==> src/rtl/cgra_cfg_fetch.sv <==
// ---------------------------------------------------------------------------
// cgra_cfg_fetch
//   Configuration-fetch stage for the CGRA. A start strobe launches an OBI
//   read burst over a contiguous block of 32-bit words. Returned words are
//   buffered in a small FIFO and presented downstream as a valid/ready
//   stream with a last marker on the final word of the block.
//
// Ports
//   clk_i, rst_i          clock, asynchronous active-high reset
//   start_i               one-cycle start strobe (ignored while busy_o=1)
//   base_addr_i           byte address of first word, sampled on start
//   word_cnt_i            number of words, sampled on start
//   busy_o                high from accepted start until done
//   done_o                one-cycle completion pulse
//   obi_*                 OBI master read channel (writes never issued)
//   cfg_valid_o/ready_i   downstream stream handshake
//   cfg_data_o/last_o     stream word and final-word marker
//   dbg_state_o           current FSM state (IDLE=0, FETCH=1, DRAIN=2)
//
// Handshakes: a transfer happens on any rising clk_i edge where valid (req)
// and ready (gnt) are both high. Once raised, valid and its payload hold
// stable until that edge; ready may be raised or dropped at any time.
// ---------------------------------------------------------------------------
module cgra_cfg_fetch #(
   parameter int unsigned FIFO_DEPTH = 4,
   parameter int unsigned CNT_W      = 10
) (
   input  logic             clk_i,
   input  logic             rst_i,
   input  logic             start_i,
   input  logic [31:0]      base_addr_i,
   input  logic [CNT_W-1:0] word_cnt_i,
   output logic             busy_o,
   output logic             done_o,
   output logic             obi_req_o,
   output logic [31:0]      obi_addr_o,
   output logic             obi_we_o,
   output logic [3:0]       obi_be_o,
   output logic [31:0]      obi_wdata_o,
   input  logic             obi_gnt_i,
   input  logic             obi_rvalid_i,
   input  logic [31:0]      obi_rdata_i,
   output logic             cfg_valid_o,
   output logic [31:0]      cfg_data_o,
   output logic             cfg_last_o,
   input  logic             cfg_ready_i,
   output logic [1:0]       dbg_state_o
);

   localparam int unsigned PTR_W = (FIFO_DEPTH > 1) ? $clog2(FIFO_DEPTH) : 1;
   localparam int unsigned CW    = $clog2(FIFO_DEPTH + 1);
   localparam logic [CW:0] DEPTH_L = FIFO_DEPTH[CW:0];

   typedef enum logic [1:0] {
      IDLE  = 2'd0,
      FETCH = 2'd1,
      DRAIN = 2'd2
   } state_e;

   state_e           state_q, state_d;
   logic [31:0]      addr_q, addr_d;
   logic [CNT_W-1:0] req_left_q, req_left_d;
   logic [CNT_W-1:0] out_left_q, out_left_d;
   logic [CW-1:0]    outstanding_q, outstanding_d;
   logic [CW-1:0]    fifo_cnt_q, fifo_cnt_d;
   logic [PTR_W-1:0] wr_ptr_q, wr_ptr_d;
   logic [PTR_W-1:0] rd_ptr_q, rd_ptr_d;
   logic [31:0]      mem_q [FIFO_DEPTH];
   logic [31:0]      mem_d [FIFO_DEPTH];
   logic             done_q, done_d;

   logic [CW:0]      inflight;
   logic             credit_ok;
   logic             grant;
   logic             push;
   logic             pop;

   function automatic logic [PTR_W-1:0] next_ptr(input logic [PTR_W-1:0] p);
      next_ptr = (p == PTR_W'(FIFO_DEPTH - 1)) ? '0 : p + PTR_W'(1);
   endfunction

   // Requests in flight plus words already buffered may never exceed the
   // FIFO depth, so every response is guaranteed a slot. While a request is
   // held without grant this sum can only fall, so req never retracts.
   assign inflight  = {1'b0, outstanding_q} + {1'b0, fifo_cnt_q};
   assign credit_ok = inflight < DEPTH_L;

   assign obi_req_o   = (state_q == FETCH) && (req_left_q != '0) && credit_ok;
   assign obi_addr_o  = addr_q;
   assign obi_we_o    = 1'b0;
   assign obi_be_o    = 4'b1111;
   assign obi_wdata_o = 32'h0;

   assign grant = obi_req_o & obi_gnt_i;
   // A stray response with nothing outstanding is dropped, not buffered.
   assign push  = obi_rvalid_i && (outstanding_q != '0);
   assign pop   = cfg_valid_o & cfg_ready_i;

   assign cfg_valid_o = (fifo_cnt_q != '0);
   assign cfg_data_o  = mem_q[rd_ptr_q];
   assign cfg_last_o  = cfg_valid_o && (out_left_q == CNT_W'(1));

   assign busy_o      = (state_q != IDLE);
   assign done_o      = done_q;
   assign dbg_state_o = state_q;

   always_comb begin
      state_d       = state_q;
      addr_d        = addr_q;
      req_left_d    = req_left_q;
      out_left_d    = out_left_q;
      done_d        = 1'b0;
      outstanding_d = outstanding_q + CW'(grant) - CW'(push);
      fifo_cnt_d    = fifo_cnt_q + CW'(push) - CW'(pop);
      wr_ptr_d      = push ? next_ptr(wr_ptr_q) : wr_ptr_q;
      rd_ptr_d      = pop  ? next_ptr(rd_ptr_q) : rd_ptr_q;
      mem_d         = mem_q;
      if (push) begin
         mem_d[wr_ptr_q] = obi_rdata_i;
      end
      if (pop) begin
         out_left_d = out_left_q - CNT_W'(1);
      end

      case (state_q)
         IDLE: begin
            if (start_i) begin
               if (word_cnt_i != '0) begin
                  addr_d     = base_addr_i;
                  req_left_d = word_cnt_i;
                  out_left_d = word_cnt_i;
                  state_d    = FETCH;
               end else begin
                  done_d = 1'b1;
               end
            end
         end
         FETCH: begin
            if (grant) begin
               addr_d     = addr_q + 32'd4;
               req_left_d = req_left_q - CNT_W'(1);
               if (req_left_q == CNT_W'(1)) begin
                  state_d = DRAIN;
               end
            end
         end
         DRAIN: begin
            if (pop && (out_left_q == CNT_W'(1))) begin
               state_d = IDLE;
               done_d  = 1'b1;
            end
         end
         default: state_d = IDLE;
      endcase
   end

   always_ff @(posedge clk_i or posedge rst_i) begin
      if (rst_i) begin
         state_q       <= IDLE;
         addr_q        <= '0;
         req_left_q    <= '0;
         out_left_q    <= '0;
         outstanding_q <= '0;
         fifo_cnt_q    <= '0;
         wr_ptr_q      <= '0;
         rd_ptr_q      <= '0;
         done_q        <= 1'b0;
         for (int i = 0; i < int'(FIFO_DEPTH); i++) begin
            mem_q[i] <= '0;
         end
      end else begin
         state_q       <= state_d;
         addr_q        <= addr_d;
         req_left_q    <= req_left_d;
         out_left_q    <= out_left_d;
         outstanding_q <= outstanding_d;
         fifo_cnt_q    <= fifo_cnt_d;
         wr_ptr_q      <= wr_ptr_d;
         rd_ptr_q      <= rd_ptr_d;
         done_q        <= done_d;
         mem_q         <= mem_d;
      end
   end

   // A read response with no request outstanding breaks the OBI protocol.
   rvalid_without_request: assert property (
      @(posedge clk_i) disable iff (rst_i) !(obi_rvalid_i && (outstanding_q == '0)));

endmodule

==> config.mk <==
export PLATFORM = sky130hd
export DESIGN_NAME = cgra_cfg_fetch
export DESIGN_NICKNAME = d
export VERILOG_FILES = /design/src/rtl/cgra_cfg_fetch.sv
export SDC_FILE = /design/constraint.sdc
export NUM_CORES = 1
export LEC_CHECK = 0
export ABC_CLOCK_PERIOD_IN_PS = 14100
export BUFFER_PORTS_ARGS = -buffer_cell sky130_fd_sc_hd__buf_2
export CAP_MARGIN = 20
export CORE_MARGIN = 3
export CORE_UTILIZATION = 25
export DETAILED_ROUTE_END_ITERATION = 8
export PLACE_DENSITY = 0.39
export SLEW_MARGIN = 20
export SYNTH_ARGS = -nofsm -noshare
export SYNTH_HDL_FRONTEND = slang
export SYNTH_SLANG_ARGS = --single-unit
==> constraint.sdc <==
create_clock -name clk_i -period 14.1 [get_ports clk_i]
set_input_delay 0.705 -clock clk_i [delete_from_list [all_inputs] [get_ports clk_i]]
set_output_delay 0.705 -clock clk_i [all_outputs]
set_load 0.05 [all_outputs]
* Word-level counts from Yosys, hierarchy flattened *
Index checks and enable logic that the tools add are counted.

word-level totals
  output and inout bits = 108
  logic and storage cells = 87
  register bits = 193

operators by class
  add/subtract/negate cells = 10
  reduce and logical (&&, ||, !) cells = 15
  bitwise operators = 4
  equal/unequal tests = 11
  order comparisons = 4
  mux-type cells = 30

operator list
  operator                                                                number
  32-bit 2-to-1 mux                                                       6
  128-bit bitwise mux                                                     1
  10-bit 2-to-1 mux                                                       7
  32-bit binary-select mux with 2-bit select                              1
  32-bit demux with 2-bit select                                          1
  32-bit one-hot mux with 2 select lines                                  1
  32-bit by 3-bit adder with 32-bit output, second input constant         1
  10-bit by 1-bit equality test with 1-bit output, second input constant  2
  10-bit one-hot mux with 2 select lines                                  1
  10-bit nonzero test                                                     2
  10-bit by 1-bit subtractor with 10-bit output, second input constant    2
  2-bit 2-to-1 mux                                                        7
  2-bit != test, second input constant                                    4
  3-bit by 1-bit adder with 3-bit output                                  2
  2-bit equality test, second input constant                              3
  3-bit greater-or-equal comparator, second input constant                2
  1-bit logical AND                                                       6
  2-bit NOT with 3-bit output                                             2
  2-bit one-hot mux with 3 select lines                                   1
  3-bit nonzero test                                                      2
  3-bit by 1-bit subtractor with 3-bit output                             2
  5-bit AND reduction                                                     1
  2-bit by 1-bit adder with 2-bit output, second input constant           2
  3-bit by 3-bit adder with 4-bit output                                  1
  10 further kinds                                                        14

* Longest topological paths before layout *
  depth in word-level cells = 6
  mapped depth = 11
  depth with buffers taken out = 11

* Worst setup path before layout *
No wires, ideal clock.

  path type = reg2out
  start point = register out_left_q[1]
  end point = output port cfg_last_o
  buffers on the path = 0
  arrival = 2.181 ns
  path slack = 11.214 ns
  cell stages (with the launch flop) = 5
  required time = 13.395 ns
  cell sequence = dfrtp_1 -> inv_1 -> ha_1 -> or4b_2 -> nor4b_2

on the way
  longest elaborated chain between the ends = 2

ends and longest elaborated chain
  what                                             line  text
  from (decl)                                      63    logic [CNT_W-1:0] out_left_q, out_left_d;
  from (signal assigned)                           175   out_left_q <= out_left_d;
  10-bit by 1-bit equality test with 1-bit output  101   assign cfg_last_o = cfg_valid_o && (out_left_q == CNT_W'(1));
  1-bit logical AND                                101
  to (decl)                                        45    output logic cfg_last_o,

No other way between the ends.

* Worst setup path in the final report *
  start point = register state_q[0] (netlist: dbg_state_o[0])
  end point = register outstanding_q[2]

on the way
  longest elaborated chain between the ends = 6

ends and longest elaborated chain
  what                                            line  text
  from (decl)                                     60    state_e state_q, state_d;
  from (signal assigned)                          172   state_q <= state_d;
  2-bit by 1-bit equality test with 1-bit output  88    assign obi_req_o = (state_q == FETCH) && (req_left_q != '0) && credit_ok;
  1-bit logical AND (2 in series)                 88
  1-bit bitwise AND                               94    assign grant = obi_req_o & obi_gnt_i;
  3-bit by 1-bit adder with 3-bit output          113   outstanding_d = outstanding_q + CW'(grant) - CW'(push);
  3-bit by 1-bit subtractor with 3-bit output     113
  named net outstanding_d[2]                      64    logic [CW-1:0] outstanding_q, outstanding_d;
  to (signal assigned)                            176   outstanding_q <= outstanding_d;
  to (decl)                                       64

The timed path passes the listed nets, and every way through them passes these cells.
A chain may end at the register's enable or synchronous reset.

==> summary.md <==
| Metric | Value |
|---|---|
| Status | `finished, final reports clean` |
| First-pass GRT wire length | `42.6 mm` |
| FF/Latch Area | `0.00483 mm²` |
| Routed wire length | `26.9 mm` |
| Worst slew margin | `29.5%` |
| Multi-input gate area | `0.00469 mm²` |
| CTS buffer count | `17` |
| Global router's overall resource usage | `13.0%` |
| Routed len/inst | `18.2 µm` |
| Sequential area share after synthesis | `48.5%` |
| Grt total ovfl | `0` |
| DRC Markers | `0` |
| Psw | `1.47 mW` |
| Clk root buf | `clkbuf_16` |
| Die area | `0.0423 mm²` |
| Period Utilization, post-route | `23.4%` |
| Largest net degree at the start of global routing | `75` |
| Switching Fraction | `46.3%` |
| Worst hold path type | `in2async` |
| WP data arrival | `3.67 ns` |
| CTS tree | `yes` |
| R2R depth | `11` |
| Hold buffers post-CTS | `0` |
| Port Buf Inserts | `150` |
| Power share of the clock group | `15.9%` |
| Final instance area | `0.0117 mm²` |
| Core ar. | `0.0390 mm²` |
| RSZ-0062 raised after global routing | `no` |
| Routed vias/inst | `4.74` |
| Max_cap viols | `0` |
| Crit path capture type | `flop` |
| Post-synthesis instance total | `820` |
| Logic gate share of total power | `50.7%` |
| ANT cells | `0` |
| Crit path time final | `3.30 ns` |
| Routed vias | `7018` |
| Post_cts resized | `0` |
| Number of global-route vias before repair | `7218` |
| Dominant synthesized flop cell | `dfrtp_1` |
| Sequential power share | `33.4%` |
| YS warnings | `0` |
| CTS clk-pin slew, worst paths | `0.07 ns` |
| CTS H-tree lvls | `4` |
| Required time of the critical path | `14.46 ns` |
| EDFF count, synth | `0` |
| GPL Wtd Cong | `0.763` |
| Asr flop ratio synth | `100%` |
| Critical R2R Capture | `outstanding_q[2]` |
| R2R setup slack | `10.80 ns` |
| Internal power | `1.71 mW` |
| Kind of launch point of the worst setup path | `flop` |
| Post-CTS Setup Repair Bufs | `0` |
| Least-Margin Pin Slew | `1.06 ns` |
| Cell Area, Synth | `0.00996 mm²` |
| Row Count | `72` |
| Leakage | `5.03 nW` |
| Clock sinks | `193` |
| Final hold vios | `0` |
| Critical path class | `reg2reg` |
| Clock Tree Buf Depth | `2` |
| Die height | `206 µm` |
| Fmax | `303 MHz` |
| # nets final | `1049` |
| Power Density | `273 mW/mm²` |
| Fill cell count | `4031` |
| Worst VDD drop | `0.110 mV` |
| HPWL after detailed placement | `17.7 mm` |
| Max Fanout on Critical Path | `42` |
| Layout cells sized above 1 | `39.0%` |
| Yosys reg bits | `193` |
| Slew Limit Fails | `0` |
| Setup_tns | `0 ns` |
| Starting DRT DRC Count | `268` |
| DR pass1 iterations | `4` |
| Syn Area/Cell | `12.1 µm²` |
| Synth-to-layout area growth | `17.4%` |
| Post-layout util | `30.0%` |
| Clk_skew | `0.0153 ns` |
| Initial antenna violation count | `3` |
| Yosys cell types | `71` |
| Die Wd | `206 µm` |
| Total power | `3.19 mW` |
| Clock latency on the worst-skew pair | `0.45 ns` |
| Initial core utilization | `25.5%` |
| Post-DRT Antenna Nets | `0` |
| # setup viols final | `0` |
| R2R Path Start | `dbg_state_o[0]` |
| Placed Instance Area | `0.0111 mm²` |
| I/O pin count | `188` |
## layer usage
layer  track usage, %  wire, µm
met1             17.6     12700
met4             3.49       288
met2             20.7     12600
met5                0        39
met3             3.35      1320
## placed cells by master, fill, tap and decap left out, types with 6 or more instances in the layout
master	n
o22ai_1	12
clkbuf_16	17
nand2_1	41
buf_4	7
a2bb2oi_1	7
and3_1	9
nor3_1	13
nand4_1	21
buf_2	150
o22a_1	6
ha_1	16
xnor2_1	7
nor4_1	7
nor4_2	6
mux4_2	32
xor2_1	6
dfrtp_1	191
o21ai_0	17
nand3_1	17
a211oi_1	9
nor2_1	42
conb_1	37
a21oi_1	22
a311oi_1	7
inv_1	28
mux2_2	128
## area by class of cell
| cell class | count | area share, % |
|---|---|---|
| Clock buffer | 21 | 3.85 |
| Inverter | 31 | 1.06 |
| Multi-Input combinational cell | 551 | 40.1 |
| Timing Repair Buffer | 157 | 6.87 |
| Clock inverter | 11 | 1.22 |
| Tap cell | 518 | 5.55 |
| Sequential cell | 193 | 41.3 |
## worst max-delay path by stage
stage	to	slack (ns)	depth (start not counted)	start
after floorplan	dbg_state_o[0]	8.14	1	rst_i
after detailed placement	outstanding_q[2]	10.81	11	dbg_state_o[0]
after global placement	outstanding_q[2]	10.86	11	dbg_state_o[0]
after global routing	outstanding_q[2]	10.55	11	dbg_state_o[0]
final	outstanding_q[2]	10.80	11	dbg_state_o[0]
after CTS	outstanding_q[2]	10.80	11	dbg_state_o[0]
## state kept, by name, summed over array words and instances (netlist names)
name	cells
obi_addr_o	32
outstanding_q	3
rd_ptr_q	2
wr_ptr_q	2
req_left_q	10
out_left_q	10
fifo_cnt_q	3
mem_q	128
dbg_state_o	2
done_o	1
## worst max-delay path, cell delays in order, from the launching register on
cell and delay [ns]:
dfrtp_1 0.54, nor2b_2 0.20, buf_4 0.41, nand4_1 0.32, nor2_2 0.40, inv_2 0.13, ha_1 0.30, inv_1 0.04
ha_1 0.18, fa_1 0.38, xnor2_1 0.18, xnor2_1 0.13
## power groups by stage
stage	sequential, mW	clock, mW	combinational (mW)
3_5_place_dp	1.08	0	1.64
2_1_floorplan	1.13	0	1.19
3_3_place_gp	1.08	0	1.63
4_1_cts	1.07	0.531	1.64
5_1_grt	1.11	0.549	1.74
6_report	1.06	0.507	1.62
## per-stage QoR
step	std cells	setup WS (ns)	hold WS, ns
floorplan	855	8.14	0.474
finish	1482	10.80	0.333
CTS	1482	10.80	0.358
global placement	1450	10.86	0.479
detailed placement	1450	10.81	0.466
global route	1482	10.55	0.380
## cells by family after synthesis
| logic type | share of synthesized area [%] |
|---|---|
| buffers and inverters | 5.98 |
| flip-flops | 48.5 |
| XOR/XNOR | 1.14 |
| multiplexers | 22.2 |
| AO/OA/AOI/OAI | 8.58 |
| adder cells (fa/ha/maj) | 2.41 |
| other | 0.0754 |
| AND/OR/NAND/NOR | 11.1 |
## synth_stat cells, types with 9 or more instances
master / instances / area share (%)
a211oi_1: 9 / 0.68
a21oi_1: 22 / 1.1
and3_1: 9 / 0.57
buf_2: 26 / 1.3
buf_4: 37 / 2.8
clkbuf_1: 16 / 0.60
dfrtp_1: 193 / 49
ha_1: 16 / 2.0
inv_1: 29 / 1.1
mux2_2: 128 / 14
mux4_2: 32 / 7.2
nand2_1: 45 / 1.7
nand3_1: 17 / 0.85
nand4_1: 21 / 1.3
nor2_1: 42 / 1.6
nor3_1: 13 / 0.65
o21ai_0: 17 / 0.85
o22ai_1: 12 / 0.75
(Power assumes the default switching activity.)
